File: src/rtl/trap_pkg.sv
// Shared types and constants for the machine-timer trap controller.
package trap_pkg;

   typedef enum logic [1:0] {
      IDLE = 2'd0,
      WAIT = 2'd1,
      COOL = 2'd2
   } state_e;

   localparam logic [31:0] MCAUSE_MTI          = 32'h8000_0007;
   localparam int unsigned COOL_CYCLES         = 2;
   localparam int unsigned COOL_CNT_W          = 2;
   localparam logic [1:0]  MTVEC_MODE_VECTORED = 2'b01;
   localparam logic [31:0] MTI_VEC_OFFSET      = 32'd28;

   // Trap target: base address, plus the MTI slot offset in vectored mode.
   function automatic logic [31:0] trap_target(input logic [31:0] mtvec);
      logic [31:0] base;
      base = {mtvec[31:2], 2'b00};
      if (mtvec[1:0] == MTVEC_MODE_VECTORED) begin
         trap_target = base + MTI_VEC_OFFSET;
      end else begin
         trap_target = base;
      end
   endfunction

endpackage

File: src/rtl/irq_sync.sv
// Interrupt input register/synchronizer. Two flops when TRAP_CTRL_SYNC_EN is
// defined, otherwise a single register (only safe for a synchronous source).
module irq_sync (
   input  logic clk,
   input  logic rst,
   input  logic d,
   output logic q
);

`ifdef TRAP_CTRL_SYNC_EN
   logic meta_q, meta_d;
   logic sync_q, sync_d;

   always_comb begin
      meta_d = d;
      sync_d = meta_q;
   end

   always_ff @(posedge clk) begin
      if (rst) begin
         meta_q <= 1'b0;
         sync_q <= 1'b0;
      end else begin
         meta_q <= meta_d;
         sync_q <= sync_d;
      end
   end
`else
   logic sync_q, sync_d;

   always_comb begin
      sync_d = d;
   end

   always_ff @(posedge clk) begin
      if (rst) begin
         sync_q <= 1'b0;
      end else begin
         sync_q <= sync_d;
      end
   end
`endif

   assign q = sync_q;

endmodule

File: src/rtl/trap_ctrl.sv
// Machine-timer interrupt / mret redirect controller with a post-redirect
// quiet period. Synchronizer depth selected by TRAP_CTRL_SYNC_EN.
module trap_ctrl
   import trap_pkg::*;
(
   input  logic        clk,
   input  logic        rst,
   input  logic        irq_in,
   input  logic        irq_en,
   input  logic        mret_wb,
   input  logic        br_taken,
   input  logic        stall_id_ex,
   input  logic        ex_valid,
   input  logic [31:0] pc_if,
   input  logic [31:0] pc_ex,
   input  logic [31:0] mtvec,
   input  logic [31:0] mepc,
   output logic        redirect,
   output logic [31:0] redirect_pc,
   output logic        flush_id_ex,
   output logic        flush_ex_mem,
   output logic        csr_trap_we,
   output logic [31:0] csr_mepc_wdata,
   output logic [31:0] csr_mcause_wdata,
   output logic        csr_mie_clr,
   output logic        csr_mie_set,
   output logic        irq_ack,
   output logic        busy
);

   state_e                  state_q, state_d;
   logic [COOL_CNT_W-1:0]   cool_cnt_q, cool_cnt_d;
   logic                    irq_s;
   logic                    pending;
   logic                    boundary_ok;

   irq_sync u_irq_sync (
      .clk (clk),
      .rst (rst),
      .d   (irq_in),
      .q   (irq_s)
   );

   assign pending     = irq_s & irq_en;
   assign boundary_ok = ~br_taken & ~stall_id_ex & ~mret_wb;
   assign busy        = (state_q != IDLE);

   // Next state and Mealy redirect outputs; reset suppresses any event.
   always_comb begin
      state_d          = state_q;
      cool_cnt_d       = cool_cnt_q;
      redirect         = 1'b0;
      redirect_pc      = 32'h0;
      flush_id_ex      = 1'b0;
      flush_ex_mem     = 1'b0;
      csr_trap_we      = 1'b0;
      csr_mepc_wdata   = 32'h0;
      csr_mcause_wdata = 32'h0;
      csr_mie_clr      = 1'b0;
      csr_mie_set      = 1'b0;
      irq_ack          = 1'b0;

      unique case (state_q)
         IDLE, WAIT: begin
            if (!rst) begin
               if (mret_wb) begin
                  redirect     = 1'b1;
                  redirect_pc  = mepc;
                  flush_id_ex  = 1'b1;
                  flush_ex_mem = 1'b1;
                  csr_mie_set  = 1'b1;
                  state_d      = COOL;
                  cool_cnt_d   = '0;
               end else if (pending && boundary_ok) begin
                  redirect         = 1'b1;
                  redirect_pc      = trap_target(mtvec);
                  flush_id_ex      = 1'b1;
                  flush_ex_mem     = 1'b1;
                  csr_trap_we      = 1'b1;
                  csr_mepc_wdata   = ex_valid ? pc_ex : pc_if;
                  csr_mcause_wdata = MCAUSE_MTI;
                  csr_mie_clr      = 1'b1;
                  irq_ack          = 1'b1;
                  state_d          = COOL;
                  cool_cnt_d       = '0;
               end else if (pending) begin
                  state_d = WAIT;
               end else begin
                  state_d = IDLE;
               end
            end
         end
         COOL: begin
            if (cool_cnt_q == COOL_CNT_W'(COOL_CYCLES - 1)) begin
               state_d    = IDLE;
               cool_cnt_d = '0;
            end else begin
               cool_cnt_d = cool_cnt_q + COOL_CNT_W'(1);
            end
         end
         default: begin
            state_d    = IDLE;
            cool_cnt_d = '0;
         end
      endcase
   end

   always_ff @(posedge clk) begin
      if (rst) begin
         state_q    <= IDLE;
         cool_cnt_q <= '0;
      end else begin
         state_q    <= state_d;
         cool_cnt_q <= cool_cnt_d;
      end
   end

endmodule

File: config.mk
export PLATFORM = sky130hd
export DESIGN_NAME = trap_ctrl
export DESIGN_NICKNAME = d
export VERILOG_FILES = /design/src/rtl/trap_pkg.sv /design/src/rtl/irq_sync.sv /design/src/rtl/trap_ctrl.sv
export SDC_FILE = /design/constraint.sdc
export NUM_CORES = 1
export LEC_CHECK = 0
export BUFFER_PORTS_ARGS = -buffer_cell sky130_fd_sc_hd__buf_2
export CAP_MARGIN = 25
export CORE_AREA = 2 2 92 94
export DETAILED_ROUTE_END_ITERATION = 10
export DIE_AREA = 0 0 94 96
export GPL_TIMING_DRIVEN = 0
export PLACE_DENSITY = 0.59
export SLEW_MARGIN = 10
export SYNTH_ARGS = -nofsm -noshare
export SYNTH_HDL_FRONTEND = slang
export SYNTH_HIERARCHICAL = 1
export SYNTH_SLANG_ARGS = --single-unit
File: constraint.sdc
create_clock -name clk -period 2.4 [get_ports clk]
set_input_delay 0.36 -clock clk [delete_from_list [all_inputs] [get_ports clk]]
set_output_delay 0.36 -clock clk [all_outputs]
set_load 0.02 [all_outputs]
* Yosys cells after proc, flatten, opt, wreduce, memory -nomap -nowiden
Index checks and enable logic that the tools add are counted.
Widths: inputs -> output; s select.
** Storage, ports and cells
- Bits of input ports :: 136
- Flip-flop bits (word level) :: 5
- Output and inout bits :: 104
** Cells by class
- Bitwise logic cells :: 6
- $add $sub $neg :: 2
- Equal/unequal tests :: 6
- Reductions and logical operators :: 4
- Muxes and demuxes :: 33
** Operators with widths (number)
- $mux 32 :: 14
- $add 32x5->32 const B :: 1
- $mux 2 :: 6
- $mux 1 :: 11
- $pmux 2 s2 :: 2
- $eq 2x1->1 const B :: 3
- $and 1x1->1 :: 3
- $ne 3x3->1 const B :: 1
- $not 1->1 :: 3
- $add 2x1->2 const B :: 1
- $eq 2x2->1 const B :: 1
- $logic_not 2->1 :: 1
- $ne 2x2->1 const B :: 1
- $reduce_bool 2->1 :: 1
- $reduce_or 2->1 :: 1
- $logic_and 1x1->1 :: 1

* Logic depth before layout (Yosys ltp)
Gate-level depths: netlist (run 1).
- Depth in word-level cells :: 8
- Mapped depth :: 7
- Gate-level depth less buffers :: 7

* Hierarchy
Netlist (run 1), hierarchy kept.
** By module, submodules not included
- trap_ctrl :: area each 1938.1 sq um, sequential area each 80.1 sq um, times used 1, cells each 299
- irq_sync :: area each 33.8 sq um, sequential area each 20.0 sq um, times used 1, cells each 2

* Worst setup path after synthesis (run 1)
OpenSTA, ideal clock, no wires.
- Path type :: input to output
- Start point :: input mtvec[7]
- End point :: output redirect_pc[22]
- Arrival time :: 1.747 ns
- Required time :: 2.040 ns
- Stages :: 6
- Path slack :: 0.293 ns
- Buffers on the path :: 1
- Cell sequence :: nand4_1 > or3_1 > buf_2 > nor3_1 > xnor2_1 > o21ai_0
** Between the ends
- Cells in the longest elaborated chain, start to end :: 6
** Ends and longest elaborated chain
- from (decl) :: RTL line trap_ctrl.sv:16 : input logic [31:0] mtvec,
- $add 32x5->32 :: RTL line trap_pkg.sv:21 : trap_target = base + MTI_VEC_OFFSET;
- $mux 32 :: RTL line trap_pkg.sv:20 : if (mtvec[1:0] == MTVEC_MODE_VECTORED) begin
- $mux 32 :: RTL line trap_ctrl.sv:74 : end else if (pending && boundary_ok) begin
- $mux 32 :: RTL line trap_ctrl.sv:66 : if (mret_wb) begin
- $mux 32 :: RTL line trap_ctrl.sv:65 : if (!rst) begin
- $mux 32 :: RTL line trap_ctrl.sv:63 : unique case (state_q)
- to (decl) :: RTL line trap_ctrl.sv:19 : output logic [31:0] redirect_pc,
No other way between the ends.

* Worst setup path in the final report (run 1)
- Start point :: input mtvec[9]
- End point :: output redirect_pc[28]
Same word-level chain as after synthesis.

==> results of run 1 <==
-- final cells by class --
| type | count | share of cell area |
|---|---|---|
| Clock inverter | 1 | 0.00147 |
| Clock buffer | 3 | 0.0121 |
| Tap cell | 105 | 0.0386 |
| Inverter | 9 | 0.00993 |
| Timing Repair Buffer | 214 | 0.319 |
| Sequential cell | 5 | 0.0294 |
| Buffer | 51 | 0.102 |
| Multi-Input combinational cell | 263 | 0.487 |
-- logic make-up (layout without fill, tap and decap cells) --
family                     count (synthesis)  in the layout  share of synthesized area
other                                      1             28                    0.00190
AOI/OAI and AO/OA                         35             35                     0.0952
DFF                                        5              5                     0.0508
xor gates and xnor gates                  29             29                      0.129
buffers and inverters                     60            278                      0.190
adders and majority gates                  1              1                    0.00634
muxes                                     32             32                      0.162
and+or+nand+nor                          138            138                      0.365
-- worst max path at each step --
stage          cells after the start              end
6_report                           8  redirect_pc[28]
5_1_grt                            8  redirect_pc[28]
4_1_cts                            5  redirect_pc[13]
3_5_place_dp                       6   redirect_pc[6]
3_3_place_gp                       6  redirect_pc[29]
2_1_floorplan                      6  redirect_pc[22]
-- power groups by stage --
stage | sequential, mW | combinational [mW] | clock (mW)
final | 0.0930 | 0.431 | 0.159
after CTS | 0.0915 | 0.426 | 0.161
after global routing | 0.0937 | 0.475 | 0.165
after detailed placement | 0.0925 | 0.423 | 0
after floorplan | 0.0916 | 0.246 | 0
after global placement | 0.0922 | 0.417 | 0
-- through the flow --
step	setup TNS (ps)	worst slack, ps	utilization
after floorplan	0	293	-
after global placement	-1460	-67.4	0.404
after detailed placement	-589	-46.2	0.404
after CTS	0	51.7	0.411
after global routing	-1.32	-1.32	0.422
final	0	143	0.422
-- sequential cells by signal, indices dropped and copies added, names as in the netlist --
name,count
state_q,2
u_irq_sync/q,1
cool_cnt_q,2
-- routing by layer --
metal / global-route usage / wire (µm) / up-vias
li1: - / - / 1447
met1: 0.194 / 3240 / 1209
met2: 0.284 / 3810 / 119
met3: 0.0274 / 612 / 2
met4: 0.00362 / 18 / 0
met5: 0 / 0 / -
-- worst reg2reg max path: stages (launching register included) --
cell and delay, ps:
dfxtp_1 400, a311oi_1 430, a21oi_1 70, nor3b_1 200
-- cells in the mapped netlist (2+ instances only) --
| cell type | n | area share |
|---|---|---|
| nor3b_1 | 2 | 0.0076 |
| buf_2 | 2 | 0.0051 |
| xnor2_1 | 27 | 0.12 |
| dfxtp_1 | 5 | 0.051 |
| buf_4 | 37 | 0.14 |
| or4_1 | 2 | 0.0076 |
| nor3_2 | 5 | 0.025 |
| nor2b_1 | 4 | 0.013 |
| nand2_1 | 43 | 0.082 |
| nor4_2 | 3 | 0.019 |
| mux2i_1 | 32 | 0.16 |
| clkbuf_1 | 11 | 0.021 |
| nor4_1 | 2 | 0.0063 |
| inv_1 | 9 | 0.017 |
| nor3_1 | 10 | 0.025 |
| and4_1 | 2 | 0.0089 |
| nand4_1 | 6 | 0.019 |
| xor2_1 | 2 | 0.0089 |
| nand2b_1 | 3 | 0.0095 |
| and2_1 | 2 | 0.0063 |
| nor2_1 | 40 | 0.076 |
| o21ai_1 | 10 | 0.025 |
| o21ai_0 | 20 | 0.051 |
| nand3_1 | 7 | 0.018 |
-- what timing repair did --
action                                  CTS  global route
cloned                                    0             0
setup buffers                             0             4
hold buffers                              0             0
pin swaps                                 0             8
endpoints found under the setup margin   30            55
resized for setup                         2            14
==> flow_metrics.tcl, run 1 <==
set metrics [dict create \
    p_leak_nw 1.93 \
    power.switching_uw 279 \
    drt_iter0_drc 32 \
    io_pins 240 \
    hold_start "irq_in" \
    async_flop_share 0 \
    crit_family "simple AND/OR/NAND/NOR gates" \
    cp_slowest_cell "or3_4" \
    postSynthAreaPerCell_um2 6.55 \
    min_period_ps 2260 \
    rr_startpoint "state_q[1]" \
    holdPathEnd "u_irq_sync/q" \
    synth_edf_count 0 \
    clk_path_buf_depth 2 \
    place.gp.congestion 0.743 \
    firstDrtPassIters 4 \
    placedCellCount 643 \
    ir_drop_v 0.000143 \
    vias_per_cell 4.27 \
    worst-path-buf-inv 3 \
    relSlewSlack 0.513 \
    final_common_cell "buf_2" \
    drt-total-wl_um 7680 \
    setup_viol 0 \
    cp_slowest_stage_delay_ps 380 \
    crit_chain "buf_2 > nand2_1 > or3_4 > buf_6 > nor4_4 > xor2_1 > a22o_1 > buf_4" \
    whs_path_depth 2 \
    nFillCells 875 \
    seq_area_frac_synth 0.0508 \
    cap_violations 0 \
    run_status "complete, no violations" \
    die_h_um 96 \
    initial_core_util 0.245 \
    crit_path_start "mtvec[9]" \
    dieArea_um2 9020 \
    regArea_um2 100 \
    place_hpwl_um 6640 \
    syn_area_um2 1970 \
    portBuffers 210 \
    cp.arrival_ps 1900 \
    reg2regPathDepth 3 \
    cts_made_buffers 3 \
    critPathCaptureType "output port" \
    grt_pass1_vias 2491 \
    p_comb_frac 0.631 \
    final_hold_viol_count 0 \
    drc 0 \
    worst_pin_slew_ps 730 \
    cts_tree "yes" \
    cp_max_fo 8 \
    start_kind "input pin" \
    slew_violations 0 \
    routedWlPerCell_um 11.8 \
    fin_cells 651 \
    fin_area_um2 3400 \
    fmax_mhz 443 \
    grt_max_degree 11 \
    antennaDiodeCount 0 \
    grt_pass1_wl_um 11400 \
    worst-setup-path-type "in -> out" \
    syn_inst 301 \
    nNetsFinal 684 \
    yosys_warnings 6 \
    ys_types 39 \
    switching_share 0.409 \
    syn_to_final_growth_pct 72.5 \
    clkPwrFrac 0.233 \
    die_width_um 94 \
    intPower_uw 403 \
    vias 2777 \
    timing.final.crit_share 0.940 \
    hold_ws_ps 350 \
    final_cell_mix "buf_2, nand2_1, buf_4" \
    antenna_left 0 \
    synth_top_flop_cell "dfxtp_1" \
    r2r-end "cool_cnt_q[1]" \
    clk-insertion-delay-late_ps 220 \
    multi_input_area_um2 1660 \
    holdCritPathClass "in -> reg" \
    antenna_found_initial 1 \
    fp-row-count 33 \
    finalClockSkew_ps 0.901 \
    layout-drive-gt1-share 0.509 \
    cts_max_level 1 \
    clk_pin_slew_ps 40 \
    reg2reg_slack_ps 1210 \
    grt_usage 0.153 \
    clock_sinks 5 \
    gr-total-overflow 0 \
    cts_root_buffer "clkbuf_8" \
    ys_ff_latch 5 \
    sequentialPowerShare 0.136 \
    core_um2 8050 \
    cp.required_ps 2040 \
    placed_area_um2 3260 \
    power_density_nw_per_um2 201 \
    p_total_uw 682 \
]
(Power assumes the default switching activity.)
==> run 2, diff against run 1 <==
Settings changed: BUFFER_PORTS_ARGS -buffer_cell sky130_fd_sc_hd__buf_2 to unset, DONT_BUFFER_PORTS set to 1, PLACE_DENSITY 0.59 to 0.34.
==> run 2 against run 1 <==
Against the previous run: worst hold slack lost 150 ps; sequential power shrank 1%; wire length shrank 10%; final cell count shrank 33%; utilization shrank 13 points; fmax grew 0.95%; design area shrank 31%; register-to-register slack gained 50 ps; clock power is essentially flat; largest cell class unchanged.
==> flow_metrics.tcl, run 2 (synthesis gave the netlist of run 1 again) <==
set metrics [dict create \
    grt_max_degree 11 \
    fin_ws_ps 164 \
    final_cell_mix "nand2_1, nor2_1, buf_4" \
    power_density_nw_per_um2 228 \
    fp-row-count 33 \
    cts_hold_buf 0 \
    clk-insertion-delay-late_ps 220 \
    gr-total-overflow 0 \
    initial_core_util 0.245 \
    cts_root_buffer "clkbuf_8" \
    rsz0062_at_grt "false" \
    syn_to_final_growth_pct 19.4 \
    dp_slack_ps 38.9 \
    cts_tree "yes" \
    routedWlPerCell_um 15.8 \
    clock_sinks 5 \
    drc 0 \
    cp.arrival_ps 1880 \
    slew_violations 0 \
    fin_cells 437 \
    postCtsSetupBuffers 0 \
    run_status "complete, no violations" \
    timing.final.crit_share 0.932 \
    place.gp.congestion 0.834 \
    tns_ps 0 \
    clk_path_buf_depth 2 \
    cp.required_ps 2040 \
    cts_made_buffers 3 \
    clk_pin_slew_ps 40 \
    cp_max_fo 10 \
    grt_pass1_wl_um 9600 \
    cap_violations 0 \
    grt_usage 0.136 \
    relSlewSlack 0.527 \
    worst-setup-path-type "reg -> out" \
    nFillCells 924 \
    grt_pass1_vias 1844 \
    reg2reg_slack_ps 1260 \
    critPathCaptureType "output port" \
    firstDrtPassIters 4 \
    start_kind "flip-flop" \
    die_width_um 94 \
    io_pins 240 \
    final_common_cell "nand2_1" \
    vias_per_cell 4.71 \
    layout-drive-gt1-share 0.256 \
    placedCellCount 433 \
    antenna_left 0 \
    vias 2057 \
    fin_util 0.292 \
    holdCritPathClass "in -> reg" \
    dieArea_um2 9020 \
    drt_iter0_drc 29 \
    final_hold_viol_count 0 \
    ir_drop_v 0.000112 \
    p_leak_nw 0.986 \
    setup_viol 0 \
    core_um2 8050 \
    drt-total-wl_um 6900 \
    p_total_uw 537 \
    antennaDiodeCount 0 \
    fmax_mhz 447 \
    die_h_um 96 \
    antenna_found_initial 0 \
    place_hpwl_um 5960 \
    portBuffers 0 \
    finalClockSkew_ps 2.19 \
    cts_max_level 1 \
    worst_pin_slew_ps 710 \
    nNetsFinal 470 \
    min_period_ps 2240 \
]
## run 2: changes by cell type in the layout (fill, tap and decap cells not counted), moves of 2 or more
cell / change
nor4_4: -2
nor2_2: +3
nor2_1: -3
o21ai_0: -19
buf_4: -5
buf_2: -208
o21ai_2: +20
## run 2: worst paths after layout
check / from / cells after the start / to
worst min register to register: cool_cnt_q[1] / 1 / cool_cnt_q[1]
worst min-delay path: rst / 1 / u_irq_sync/q
worst max-delay path: state_q[1] / 4 / csr_mepc_wdata[4]
worst max register to register: state_q[1] / 3 / cool_cnt_q[1]
## run 2: power by group
group          internal [mW]  switching, mW
clock network          0.112         0.0461
registers             0.0874        0.00424
logic                  0.113          0.174
## run 2: critical path, cell delays in order, from the launching register on
cell	delay [ps]
dfxtp_1	370
nor4_2	350
nand2_2	230
clkbuf_1	290
nor2_1	400
## run 2: layer usage
layer,GRT usage,wire [µm],vias to the layer above
met4,0.0169,21,0
met3,0.0337,589,4
li1,-,-,1020
met5,0,0,-
met2,0.226,3330,105
met1,0.183,2970,928
## run 2: repair_timing
item | CTS | global route
setup endpoints to repair | 24 | 67
pin swaps | 0 | 0
resized for setup | 29 | 21
cloned | 0 | 0
## run 2: cell type report
| type | instances | area, µm² | area share |
|---|---|---|---|
| Sequential cell | 5 | 100 | 0.0425 |
| Tap cell | 105 | 131 | 0.0558 |
| Multi-Input combinational cell | 263 | 1700 | 0.720 |
| Inverter | 9 | 37.5 | 0.0159 |
| Buffer | 51 | 343 | 0.146 |
| Clock inverter | 1 | 5.00 | 0.00213 |
| Clock buffer | 3 | 41.3 | 0.0175 |
## run 2: through the flow
step / hold slack [ps] / cell area (µm²)
2_1_floorplan: 424 / 2070
3_3_place_gp: 428 / 2200
3_5_place_dp: 426 / 2200
4_1_cts: 193 / 2290
5_1_grt: 193 / 2350
6_report: 198 / 2350
==> run 3, diff against run 2 <==
Settings changed: PLACE_DENSITY 0.34 to 0.5.
Clock period 2.4 ns to 2.8 ns, I/O delays scaled along.
==> run 3 against run 2 <==
Against the previous run: clock-buffer cell count is 1 higher; design area down 4.4%; wire length fell by 7.6%; first-iteration DRC count rose by 38%; critical path type unchanged; largest cell class unchanged; largest power group unchanged.
==> flow_metrics.tcl, run 3 (synthesis gave the netlist of run 1 again) <==
set metrics [dict create \
    cap_violations 0 \
    power_density_nw_per_um2 197 \
    fin_area_um2 2250 \
    hold_ws_ps 261 \
    hold_start "rst" \
    layout-drive-gt1-share 0.166 \
    vias_per_cell 4.67 \
    holdCritPathClass "in -> reg" \
    reg2regPathDepth 3 \
    run_status "complete, no violations" \
    tns_ps 0 \
    grt_max_degree 11 \
    relSlewSlack 0.415 \
    rr_startpoint "state_q[1]" \
    ir_drop_v 0.0000851 \
    cts_made_buffers 3 \
    nNetsFinal 470 \
    grt_pass1_wl_um 8800 \
    reg2reg_slack_ps 1660 \
    crit_path_start "state_q[1]" \
    p_leak_nw 0.949 \
    antenna_left 0 \
    syn_to_final_growth_pct 14.1 \
    p_total_uw 444 \
    drt_iter0_drc 40 \
    cp_max_fo 10 \
    clock_sinks 5 \
    routedWlPerCell_um 14.6 \
    clk_pin_slew_ps 30 \
    place.gp.congestion 0.767 \
    min_period_ps 2640 \
    clk_path_buf_depth 2 \
    initial_core_util 0.245 \
    final_cell_mix "nand2_1, nor2_1, buf_4" \
    cp.required_ps 2380 \
    gr-total-overflow 0 \
    core_um2 8050 \
    dieArea_um2 9020 \
    portBuffers 0 \
    placed_area_um2 2200 \
    fp-row-count 33 \
    io_pins 240 \
    final_hold_viol_count 0 \
    drt-total-wl_um 6380 \
    worst_pin_slew_ps 876 \
    vias 2040 \
    drc 0 \
    place_hpwl_um 5580 \
    antenna_found_initial 0 \
    worst-setup-path-type "reg -> out" \
    firstDrtPassIters 4 \
    grt_pass1_vias 1791 \
    cp_slowest_cell "nor3b_1" \
    crit_chain "nor3b_1 > clkbuf_1 > nand2_1 > o21ai_0" \
    rsz0062_at_grt "true" \
    cp.arrival_ps 2220 \
    setup_viol 0 \
    critPathCaptureType "output port" \
    slew_violations 0 \
    finalClockSkew_ps 0.842 \
    clk-insertion-delay-late_ps 220 \
    final_common_cell "nand2_1" \
    fmax_mhz 379 \
    cts_tree "yes" \
    crit_path_end "redirect_pc[2]" \
    cts_max_level 1 \
    antennaDiodeCount 0 \
    cp_slowest_stage_delay_ps 750 \
    r2r-end "cool_cnt_q[0]" \
    cts_root_buffer "clkbuf_8" \
    grt_usage 0.124 \
    start_kind "flip-flop" \
    die_width_um 94 \
    die_h_um 96 \
    timing.final.crit_share 0.942 \
]
run 3: cell count changes in the layout (fill, tap and decap cells not counted), moves of 2 or more:
cell / delta
o21ai_2: -20
o21ai_0: +14
o21ai_1: +6
clkbuf_1: +3
nor2_1: +3
nor2_2: -3
clkbuf_2: -2
run 3: area by class of cell:
class                           instances  area [µm²]
Inverter                                9        33.8
Sequential cell                         5         100
Tap cell                              105         131
Clock buffer                            4        45.0
Buffer                                 51         340
Multi-Input combinational cell        263        1600
Fill cell                             907        5800
run 3: worst max-delay path: cells and delay by family, from the launching register on:
kind,cells,cell delay [ps]
AOI/OAI and AO/OA,1,300
buffers and inverters,1,440
DFF,1,370
and+or+nand+nor,2,880
run 3: worst min path at each step:
| stage | endpoint | depth (start not counted) |
|---|---|---|
| detailed placement | cool_cnt_q[1] | 1 |
| global route | u_irq_sync/q | 1 |
| finish | u_irq_sync/q | 1 |
| CTS | u_irq_sync/q | 1 |
| floorplan | cool_cnt_q[1] | 1 |
| global placement | cool_cnt_q[1] | 1 |
run 3: power by group:
group	switching [mW]	leakage, nW	internal, mW	total (mW)
Clock	0.0339	0.0228	0.0976	0.131
Combinational	0.140	0.885	0.0933	0.234
Sequential	0.00373	0.0411	0.0751	0.0788
run 3: stage by stage:
step           cells  setup WS [ps]   util
3_5_place_dp     433            322  0.274
4_1_cts          437           95.3  0.279
6_report         437            164  0.279
2_1_floorplan    328            573      -
5_1_grt          437          -27.5  0.279
3_3_place_gp     433            290  0.274
run 3: layer usage:
layer / up-vias / global-route usage / share of wire
met5: - / 0 / 0
met4: 0 / 0.0217 / 0.0030
met3: 2 / 0.0243 / 0.087
met2: 125 / 0.224 / 0.49
met1: 901 / 0.155 / 0.42
li1: 1012 / - / -
run 3: what timing repair did:
| action | in CTS | in global routing |
|---|---|---|
| resized for setup | 0 | 5 |
| hold buffers | 0 | 0 |
| setup endpoints to repair | 0 | 7 |
| buffers inserted | 0 | 0 |
